### src/rtl/div_pkg.sv
// Shared types and helpers for the iterative RV32IM divider:
// funct3 encodings, FSM states and the iteration counter sizing.
package div_pkg;

  typedef enum logic [1:0] {
    FN_DIV  = 2'b00,
    FN_DIVU = 2'b01,
    FN_REM  = 2'b10,
    FN_REMU = 2'b11
  } funct_e;

  typedef enum logic [1:0] {
    ST_IDLE  = 2'b00,
    ST_CALC  = 2'b01,
    ST_FIXUP = 2'b10,
    ST_DONE  = 2'b11
  } state_e;

  // Width of the iteration counter; it only has to hold WIDTH-1.
  function automatic int cnt_width(input int width);
    return (width > 1) ? $clog2(width) : 1;
  endfunction

endpackage

### src/rtl/cond_negate.sv
// WIDTH-generic conditional two's-complement negator: out = neg ? -in : in.
module cond_negate #(
  parameter int WIDTH = 32
) (
  input  logic [WIDTH-1:0] in_i,
  input  logic             neg_i,
  output logic [WIDTH-1:0] out_o
);

  // Purely combinational select between the operand and its negation
  always_comb begin
    if (neg_i) begin
      out_o = ~in_i + {{(WIDTH-1){1'b0}}, 1'b1};
    end else begin
      out_o = in_i;
    end
  end

endmodule

### src/rtl/div_iter_unit.sv
// Multi-cycle restoring divider for DIV/DIVU/REM/REMU: magnitudes in,
// one quotient bit per cycle, sign restored in a single fixup cycle.
module div_iter_unit
  import div_pkg::*;
#(
  parameter int WIDTH = 32
) (
  input  logic             clk_i,
  input  logic             rst_ni,
  input  logic             start_i,
  input  logic [1:0]       funct_i,
  input  logic [WIDTH-1:0] dividend_i,
  input  logic [WIDTH-1:0] divisor_i,
  output logic             busy_o,
  output logic             done_o,
  output logic [WIDTH-1:0] result_o
);

  localparam int CW = cnt_width(WIDTH);
  localparam logic [CW-1:0] CNT_INIT = CW'(WIDTH - 1);
  localparam logic [WIDTH-1:0] ALL_ONES = {WIDTH{1'b1}};
  localparam logic [WIDTH-1:0] ALL_ZERO = {WIDTH{1'b0}};
  localparam logic [WIDTH-1:0] MOST_NEG = {1'b1, {(WIDTH-1){1'b0}}};

  state_e            state_q, state_d;
  logic [WIDTH:0]    rem_q, rem_d;
  logic [WIDTH-1:0]  quo_q, quo_d;
  logic [WIDTH-1:0]  dvsr_q, dvsr_d;
  logic [CW-1:0]     cnt_q, cnt_d;
  logic              neg_quo_q, neg_quo_d;
  logic              neg_rem_q, neg_rem_d;
  logic              sel_rem_q, sel_rem_d;
  logic              busy_q, busy_d;
  logic              done_q, done_d;
  logic [WIDTH-1:0]  result_q, result_d;

  logic              is_signed_s;
  logic              dvd_neg_s, dvs_neg_s;
  logic [WIDTH-1:0]  dvd_mag_s, dvs_mag_s;
  logic [WIDTH-1:0]  quo_fix_s, rem_fix_s;
  logic              div_zero_s, overflow_s;
  logic [WIDTH+1:0]  shifted_s, trial_s;

  assign is_signed_s = ~funct_i[0];
  assign dvd_neg_s   = is_signed_s & dividend_i[WIDTH-1];
  assign dvs_neg_s   = is_signed_s & divisor_i[WIDTH-1];
  assign div_zero_s  = (divisor_i == ALL_ZERO);
  assign overflow_s  = is_signed_s & (dividend_i == MOST_NEG) & (divisor_i == ALL_ONES);

  cond_negate #(.WIDTH(WIDTH)) u_dvd_mag (
    .in_i (dividend_i),
    .neg_i(dvd_neg_s),
    .out_o(dvd_mag_s)
  );

  cond_negate #(.WIDTH(WIDTH)) u_dvs_mag (
    .in_i (divisor_i),
    .neg_i(dvs_neg_s),
    .out_o(dvs_mag_s)
  );

  cond_negate #(.WIDTH(WIDTH)) u_quo_fix (
    .in_i (quo_q),
    .neg_i(neg_quo_q),
    .out_o(quo_fix_s)
  );

  cond_negate #(.WIDTH(WIDTH)) u_rem_fix (
    .in_i (rem_q[WIDTH-1:0]),
    .neg_i(neg_rem_q),
    .out_o(rem_fix_s)
  );

  // The extra guard bit makes the trial's sign bit an exact borrow flag.
  assign shifted_s = {rem_q, quo_q[WIDTH-1]};
  assign trial_s   = shifted_s - {2'b00, dvsr_q};

  // Next-state, datapath and output logic for the divider FSM
  always_comb begin
    state_d   = state_q;
    rem_d     = rem_q;
    quo_d     = quo_q;
    dvsr_d    = dvsr_q;
    cnt_d     = cnt_q;
    neg_quo_d = neg_quo_q;
    neg_rem_d = neg_rem_q;
    sel_rem_d = sel_rem_q;
    result_d  = result_q;
    busy_d    = 1'b0;
    done_d    = 1'b0;

    case (state_q)
      ST_IDLE: begin
        if (start_i) begin
          neg_quo_d = dvd_neg_s ^ dvs_neg_s;
          neg_rem_d = dvd_neg_s;
          sel_rem_d = funct_i[1];
          dvsr_d    = dvs_mag_s;
          quo_d     = dvd_mag_s;
          rem_d     = {(WIDTH+1){1'b0}};
          cnt_d     = CNT_INIT;
          if (div_zero_s) begin
            result_d = funct_i[1] ? dividend_i : ALL_ONES;
            state_d  = ST_DONE;
            done_d   = 1'b1;
          end else if (overflow_s) begin
            result_d = funct_i[1] ? ALL_ZERO : dividend_i;
            state_d  = ST_DONE;
            done_d   = 1'b1;
          end else begin
            state_d  = ST_CALC;
            busy_d   = 1'b1;
          end
        end else begin
          state_d = ST_IDLE;
        end
      end
      ST_CALC: begin
        busy_d = 1'b1;
        if (!trial_s[WIDTH+1]) begin
          rem_d = trial_s[WIDTH:0];
          quo_d = {quo_q[WIDTH-2:0], 1'b1};
        end else begin
          rem_d = shifted_s[WIDTH:0];
          quo_d = {quo_q[WIDTH-2:0], 1'b0};
        end
        if (cnt_q == {CW{1'b0}}) begin
          state_d = ST_FIXUP;
        end else begin
          cnt_d = cnt_q - CW'(1);
        end
      end
      ST_FIXUP: begin
        result_d = sel_rem_q ? rem_fix_s : quo_fix_s;
        state_d  = ST_DONE;
        done_d   = 1'b1;
      end
      ST_DONE: begin
        state_d = ST_IDLE;
      end
      default: begin
        state_d = ST_IDLE;
      end
    endcase
  end

  // State and datapath registers; reset discards any in-flight operation
  always_ff @(posedge clk_i or negedge rst_ni) begin
    if (!rst_ni) begin
      state_q   <= ST_IDLE;
      rem_q     <= {(WIDTH+1){1'b0}};
      quo_q     <= {WIDTH{1'b0}};
      dvsr_q    <= {WIDTH{1'b0}};
      cnt_q     <= {CW{1'b0}};
      neg_quo_q <= 1'b0;
      neg_rem_q <= 1'b0;
      sel_rem_q <= 1'b0;
      busy_q    <= 1'b0;
      done_q    <= 1'b0;
      result_q  <= {WIDTH{1'b0}};
    end else begin
      state_q   <= state_d;
      rem_q     <= rem_d;
      quo_q     <= quo_d;
      dvsr_q    <= dvsr_d;
      cnt_q     <= cnt_d;
      neg_quo_q <= neg_quo_d;
      neg_rem_q <= neg_rem_d;
      sel_rem_q <= sel_rem_d;
      busy_q    <= busy_d;
      done_q    <= done_d;
      result_q  <= result_d;
    end
  end

  assign busy_o   = busy_q;
  assign done_o   = done_q;
  assign result_o = result_q;

endmodule

### config.mk
export PLATFORM = sky130hd
export DESIGN_NAME = div_iter_unit
export DESIGN_NICKNAME = d
export VERILOG_FILES = /design/src/rtl/div_pkg.sv /design/src/rtl/cond_negate.sv /design/src/rtl/div_iter_unit.sv
export SDC_FILE = /design/constraint.sdc
export NUM_CORES = 1
export LEC_CHECK = 0
export BUFFER_PORTS_ARGS = -buffer_cell sky130_fd_sc_hd__buf_4
export CORE_MARGIN = 2
export CORE_UTILIZATION = 55
export CTS_CLUSTER_DIAMETER = 100
export CTS_CLUSTER_SIZE = 10
export DETAILED_ROUTE_END_ITERATION = 16
export PLACE_DENSITY = 0.89
export RECOVER_POWER = 25
export SLEW_MARGIN = 5
export SYNTH_ARGS = -nofsm -noshare
export SYNTH_HDL_FRONTEND = slang
export SYNTH_SLANG_ARGS = --single-unit
### constraint.sdc
create_clock -name clk_i -period 3 [get_ports clk_i]
set_clock_uncertainty 0.15 [all_clocks]
set_input_delay 0.3 -clock clk_i [delete_from_list [all_inputs] [get_ports clk_i]]
set_output_delay 0.3 -clock clk_i [all_outputs]
set_load 0.05 [all_outputs]
* Yosys cells after proc, flatten, opt, wreduce, memory -nomap -nowiden
Cells that the tools add are included.
Operators by class: $add $sub $neg 6, multiply operators 0, divide/modulo/power cells 0, order comparisons 0, eq/ne operators 9, shifts and indexed selects 0, multiplexer cells 33, bitwise operators 10, reduce and logical (&&, ||, !) cells 9
Operator list (number):
- 32-bit two-way mux | 11
- 32-bit by 1-bit adder with 32-bit output (second input constant) | 4
- 32-bit inverter | 4
- 32-bit case mux with 2 select lines | 2
- 33-bit two-way mux | 2
- 33-bit case mux with 2 select lines | 1
- 32-bit equality test (second input constant) | 2
- 34-bit by 32-bit subtractor with 34-bit output | 1
- 32-bit zero test | 1
- 5-bit two-way mux | 2
- 5-bit case mux with 2 select lines | 1
- 2-bit two-way mux | 4
- 2-bit case mux with 4 select lines | 1
- 1-bit two-way mux | 7
- 2-bit inequality test (second input constant) | 3
- 3-bit AND reduction | 2
- 5-bit zero test | 1
- 5-bit by 1-bit subtractor with 5-bit output (second input constant) | 1
- 1-bit bitwise AND | 4
- 2-bit equality test (second input constant) | 2
- 1-bit case mux with 2 select lines | 2
- 2-bit AND reduction | 2
- 2-bit nonzero test | 2
- 3-bit inequality test (second input constant) | 1
- other kinds (4) | 4
Word-level totals: bits in registers 141, bits in latches 0, memory bits (writable) 0, memory bits (read-only) 0, input bits 69, output and inout port bits 34, logic and storage cells 78, memories kept 0

* Longest topological paths before layout
depth in word-level cells 7, depth in mapped cells 14, mapped depth without buffers 13

* Cells and area by module
From an unflattened synthesis, not the netlist that was laid out.
Unflattened totals: cells, all modules 1393, area, all modules 12054.1 µm²
By module, submodules not included:
- div_iter_unit | times used 1, cells an instance 997, area an instance 8946.1 µm²
- cond_negate | times used 4, cells an instance 99, area an instance 777.0 µm²

* Worst setup path before layout
No wires, ideal clock.
path kind flip-flop to flip-flop, start point register quo_q[31], end point register rem_q[30], library setup time 0.128 ns, arrival 2.973 ns, path slack -0.251 ns, cell stages (with the launch flop) 14, buffers on the path 0, clock period less this slack 3.251 ns, cells stage by stage dfrtp_1 -> inv_1 -> ha_1 -> inv_1 -> fa_1 -> a21o_1 -> a221oi_1 -> o311a_1 -> o21ai_0 -> a31oi_1 -> o21ai_0 -> and3b_1 -> o32ai_1 -> o21ai_0
Between the ends: word-level cells in the longest chain between the ends 3
RTL lines:
- start, declared | RTL line div_iter_unit.sv:27 | logic [WIDTH-1:0] quo_q, quo_d;
- start signal, assigned | RTL line div_iter_unit.sv:152 | quo_q <= {WIDTH{1'b0}};
- start signal, assigned | RTL line div_iter_unit.sv:164 | quo_q <= quo_d;
- 34-bit by 32-bit subtractor with 34-bit output | RTL line div_iter_unit.sv:76 | assign trial_s = shifted_s - {2'b00, dvsr_q};
- 33-bit two-way mux | RTL line div_iter_unit.sv:120 | if (!trial_s[WIDTH+1]) begin
- 33-bit case mux with 2 select lines | RTL line div_iter_unit.sv:92 | case (state_q)
- end signal, assigned | RTL line div_iter_unit.sv:151 | rem_q <= {(WIDTH+1){1'b0}};
- end signal, assigned | RTL line div_iter_unit.sv:163 | rem_q <= rem_d;
- end, declared | RTL line div_iter_unit.sv:26 | logic [WIDTH:0] rem_q, rem_d;
Every way passes these cells. A chain may end at the register's enable or synchronous reset.

* Worst setup path in the final report
start point register quo_q[31], end point register rem_q[24]
The elaborated chain is that of the path after synthesis.

==> impl_metrics.env <==
export IMPL_min_period_ns=3.21
export IMPL_grt_most_used_layer="met2"
export IMPL_async_reset_ff_share_pct=100
export IMPL_antenna_cells=0
export IMPL_cp_max_fo=3
export IMPL_root_buffer="clkbuf_16"
export IMPL_drt_first_pass_iters=7
export IMPL_ys_types=75
export IMPL_dieArea_um2=21700
export IMPL_clkSinkCount=141
export IMPL_grt_max_degree=70
export IMPL_holdPathStages=3
export IMPL_holdCritPathClass="input pin to flop"
export IMPL_ys_top_cells_by_count="nand2_1 (182), o21ai_0 (182), dfrtp_1 (141), a21oi_1 (128), nor2_1 (96)"
export IMPL_p_leak_nw=6.50
export IMPL_fin_ws_ns=-0.207
export IMPL_max_stage_delay_ns=0.40
export IMPL_row_count=52
export IMPL_grt_pass1_wl_um=59800
export IMPL_htree_levels=4
export IMPL_io_pins=103
export IMPL_core_um2=20200
export IMPL_path_cells="inv_2 > ha_4 > inv_2 > fa_2 > a21o_1 > a221oi_4 > o311a_1 > o21ai_2 > a31oi_1 > buf_4 > buf_6 > o21ai_2 > xor2_1 > mux2i_1 > o31ai_1"
export IMPL_viasPerCell=6.38
export IMPL_clock_latency_ns=0.44
export IMPL_yosysWarnings=0
export IMPL_timing_fmax_mhz=312
export IMPL_drt_iter0_drc=1589
export IMPL_relSlewSlack_pct=19.4
export IMPL_cts_buffers=17
export IMPL_netlist_area_um2=11300
export IMPL_critPathBufInv=4
export IMPL_setup_viol=17
export IMPL_port_buffers=102
export IMPL_finalWirelength_um=38200
export IMPL_finalWeightedCongestion=0.988
export IMPL_antenna_found_initial=0
export IMPL_syn_inst=1459
export IMPL_syn_nets=1571
export IMPL_cts_buffer_depth=2
export IMPL_synth_top_cell_by_area="dfrtp_1"
export IMPL_failed_checks="setup timing"
export IMPL_ant_nets=0
export IMPL_syn_to_final_growth_pct=30.6
export IMPL_start_util_pct=55.9
export IMPL_grt_use_total_pct=34.0
export IMPL_fin_nets=1793
export IMPL_vias=12500
export IMPL_power_mw=20.2
export IMPL_ir_worst_vdd_uv=658
export IMPL_syn_avg_cell_area_um2=7.76
export IMPL_synth_seq_cells=141
export IMPL_critical_path_required_ns=3.19
export IMPL_fp_dieH_um=147
export IMPL_rr_worst_depth=15
export IMPL_ys_top_cells_by_area="dfrtp_1 (31%), o21ai_0 (8.0%), xnor2_1 (7.0%)"
export IMPL_cts_tree="done"
export IMPL_rsz0062_at_grt="true"
export IMPL_met2_usage_pct=55.5
export IMPL_drive_gt1_share_pct=25.3
export IMPL_maxCapViolCount=0
export IMPL_clk_pin_slew_worst_paths_ns=0.06
export IMPL_met3_usage_pct=6.73
export IMPL_wl_per_cell_um=19.4
export IMPL_synth_edff_count=0
export IMPL_met1_usage_pct=43.4
export IMPL_fin_crit_sh_pct=107
export IMPL_slowest_stage="dfrtp_1"
export IMPL_cp_start_kind="flop"
export IMPL_globalRoute_totalOverflow=0
export IMPL_status="finished, violations left"
export IMPL_yosysSeqAreaShare_pct=31.2
export IMPL_fp_dieW_um=147
export IMPL_critPathCaptureType="flop"
export IMPL_cp_depth=15
export IMPL_synthFlopType="dfrtp_1"
export IMPL_drc=0
export IMPL_worstMarginPinSlew_ns=1.21
export IMPL_place_ws_ns=-0.178
export IMPL_arrival_ns=3.39
export IMPL_powerDensity_nw_per_um2=1370
export IMPL_path_class="flop to flop"
export IMPL_synth_top_cell_area_share_pct=31.2
export IMPL_slew_violations=0
export IMPL_dpl_hpwl_um=25900
export IMPL_cp_top_family="compound AO/OA/AOI/OAI gates"
export IMPL_hold_violations=0
export IMPL_grt_pass1_vias=12000
-- timing repair --
action,4_1_cts,5_1_grt
endpoints found under the hold margin,44,0
gates cloned,2,1
resized for setup,33,99
endpoints found under the setup margin,48,51
buffers inserted,10,8
pin swaps,19,43
hold buffers,3,0
-- per-layer routing --
metal	wire, um	vias to the layer above
li1	-	5614
met1	14500	5800
met2	17700	879
met3	3860	230
met4	2160	0
met5	0	-
-- sequential cells by signal, indices dropped and copies added (netlist names), 2 cells and up --
register / count
rem_q: 33
cnt_q: 5
quo_q: 32
result_o: 32
state_q: 2
dvsr_q: 32
-- power breakdown --
part	total (mW)	switching, mW	internal (mW)
registers	3.69	0.941	2.75
logic	14.3	8.13	6.15
clock network	2.28	0.903	1.38
-- worst paths after layout --
kind,from,to,slack [ns]
setup / recovery,quo_q[31],rem_q[24],-0.21
setup reg to reg,quo_q[31],rem_q[24],-0.21
hold reg to reg,dvsr_q[23],dvsr_q[23],0.33
max in group asynchronous,rst_ni,rem_q[19],0.57
min in group asynchronous,rst_ni,quo_q[8],0.45
hold / removal,divisor_i[22],dvsr_q[22],0.02
-- per-stage QoR --
| step | TNS [ns] | area [um2] | hold slack, ns | std cells | util (%) |
|---|---|---|---|---|---|
| final | -1.00 | 14800 | 0.0203 | 1964 | 73.0 |
| after global routing | -3.06 | 14800 | 0.0386 | 1964 | 73.0 |
| after CTS | -0.0352 | 14300 | 0.0246 | 1956 | 70.8 |
| after detailed placement | -4.23 | 13400 | 0.0994 | 1909 | 66.3 |
| after global placement | -1.47 | 13400 | 0.0971 | 1909 | 66.3 |
| after floorplan | -0.0822 | 11300 | -0.146 | 1459 | - |
-- placed cells by master, fill, tap and decap left out, types with 7 or more instances in the layout --
master	count
a211oi_1	7
a21o_1	18
a21oi_1	123
a31oi_1	15
buf_4	281
buf_6	7
clkbuf_16	18
dfrtp_1	135
ha_1	31
inv_1	71
maj3_1	7
mux2i_1	21
nand2_1	180
nand2b_1	13
nand3_1	25
nand4_1	17
nor2_1	95
nor2b_1	9
nor3_1	26
nor4_1	9
o211ai_1	17
o21ai_0	147
o21ai_1	36
o221ai_1	7
o31ai_1	24
o41ai_1	10
o41ai_2	7
or3_1	13
or3_4	8
or4_1	8
xnor2_1	87
xor2_1	57
-- logic make-up after synthesis --
logic type               count (synthesis)  synth area share, %
AND/OR/NAND/NOR                        442                 18.2
adder cells (fa/ha/maj)                 50                 5.44
flip-flops                             141                 31.2
multiplexers                            25                 2.22
XOR/XNOR                               148                 11.5
AO/OA/AOI/OAI                          480                 25.4
buffers and inverters                  173                 6.03
-- layout make-up --
cell class	instances	area [um2]
multi-input cells	1145	7600
repair buffers	300	2380
inverters	76	285
clock inverters	12	160
flip-flops and latches	141	3540
fillers	1364	5460
clock buffers	20	467
well taps	270	338
-- worst register-to-register path, delay by kind of cell, from the launching register on --
family,cells,cell delay (ns)
xor gates and xnor gates,1,0.17
buffers and inverters,4,0.41
adders and majority gates,2,0.49
DFF,1,0.40
AOI/OAI and AO/OA,7,1.40
muxes,1,0.10
Power figures use the tool's default switching activity.
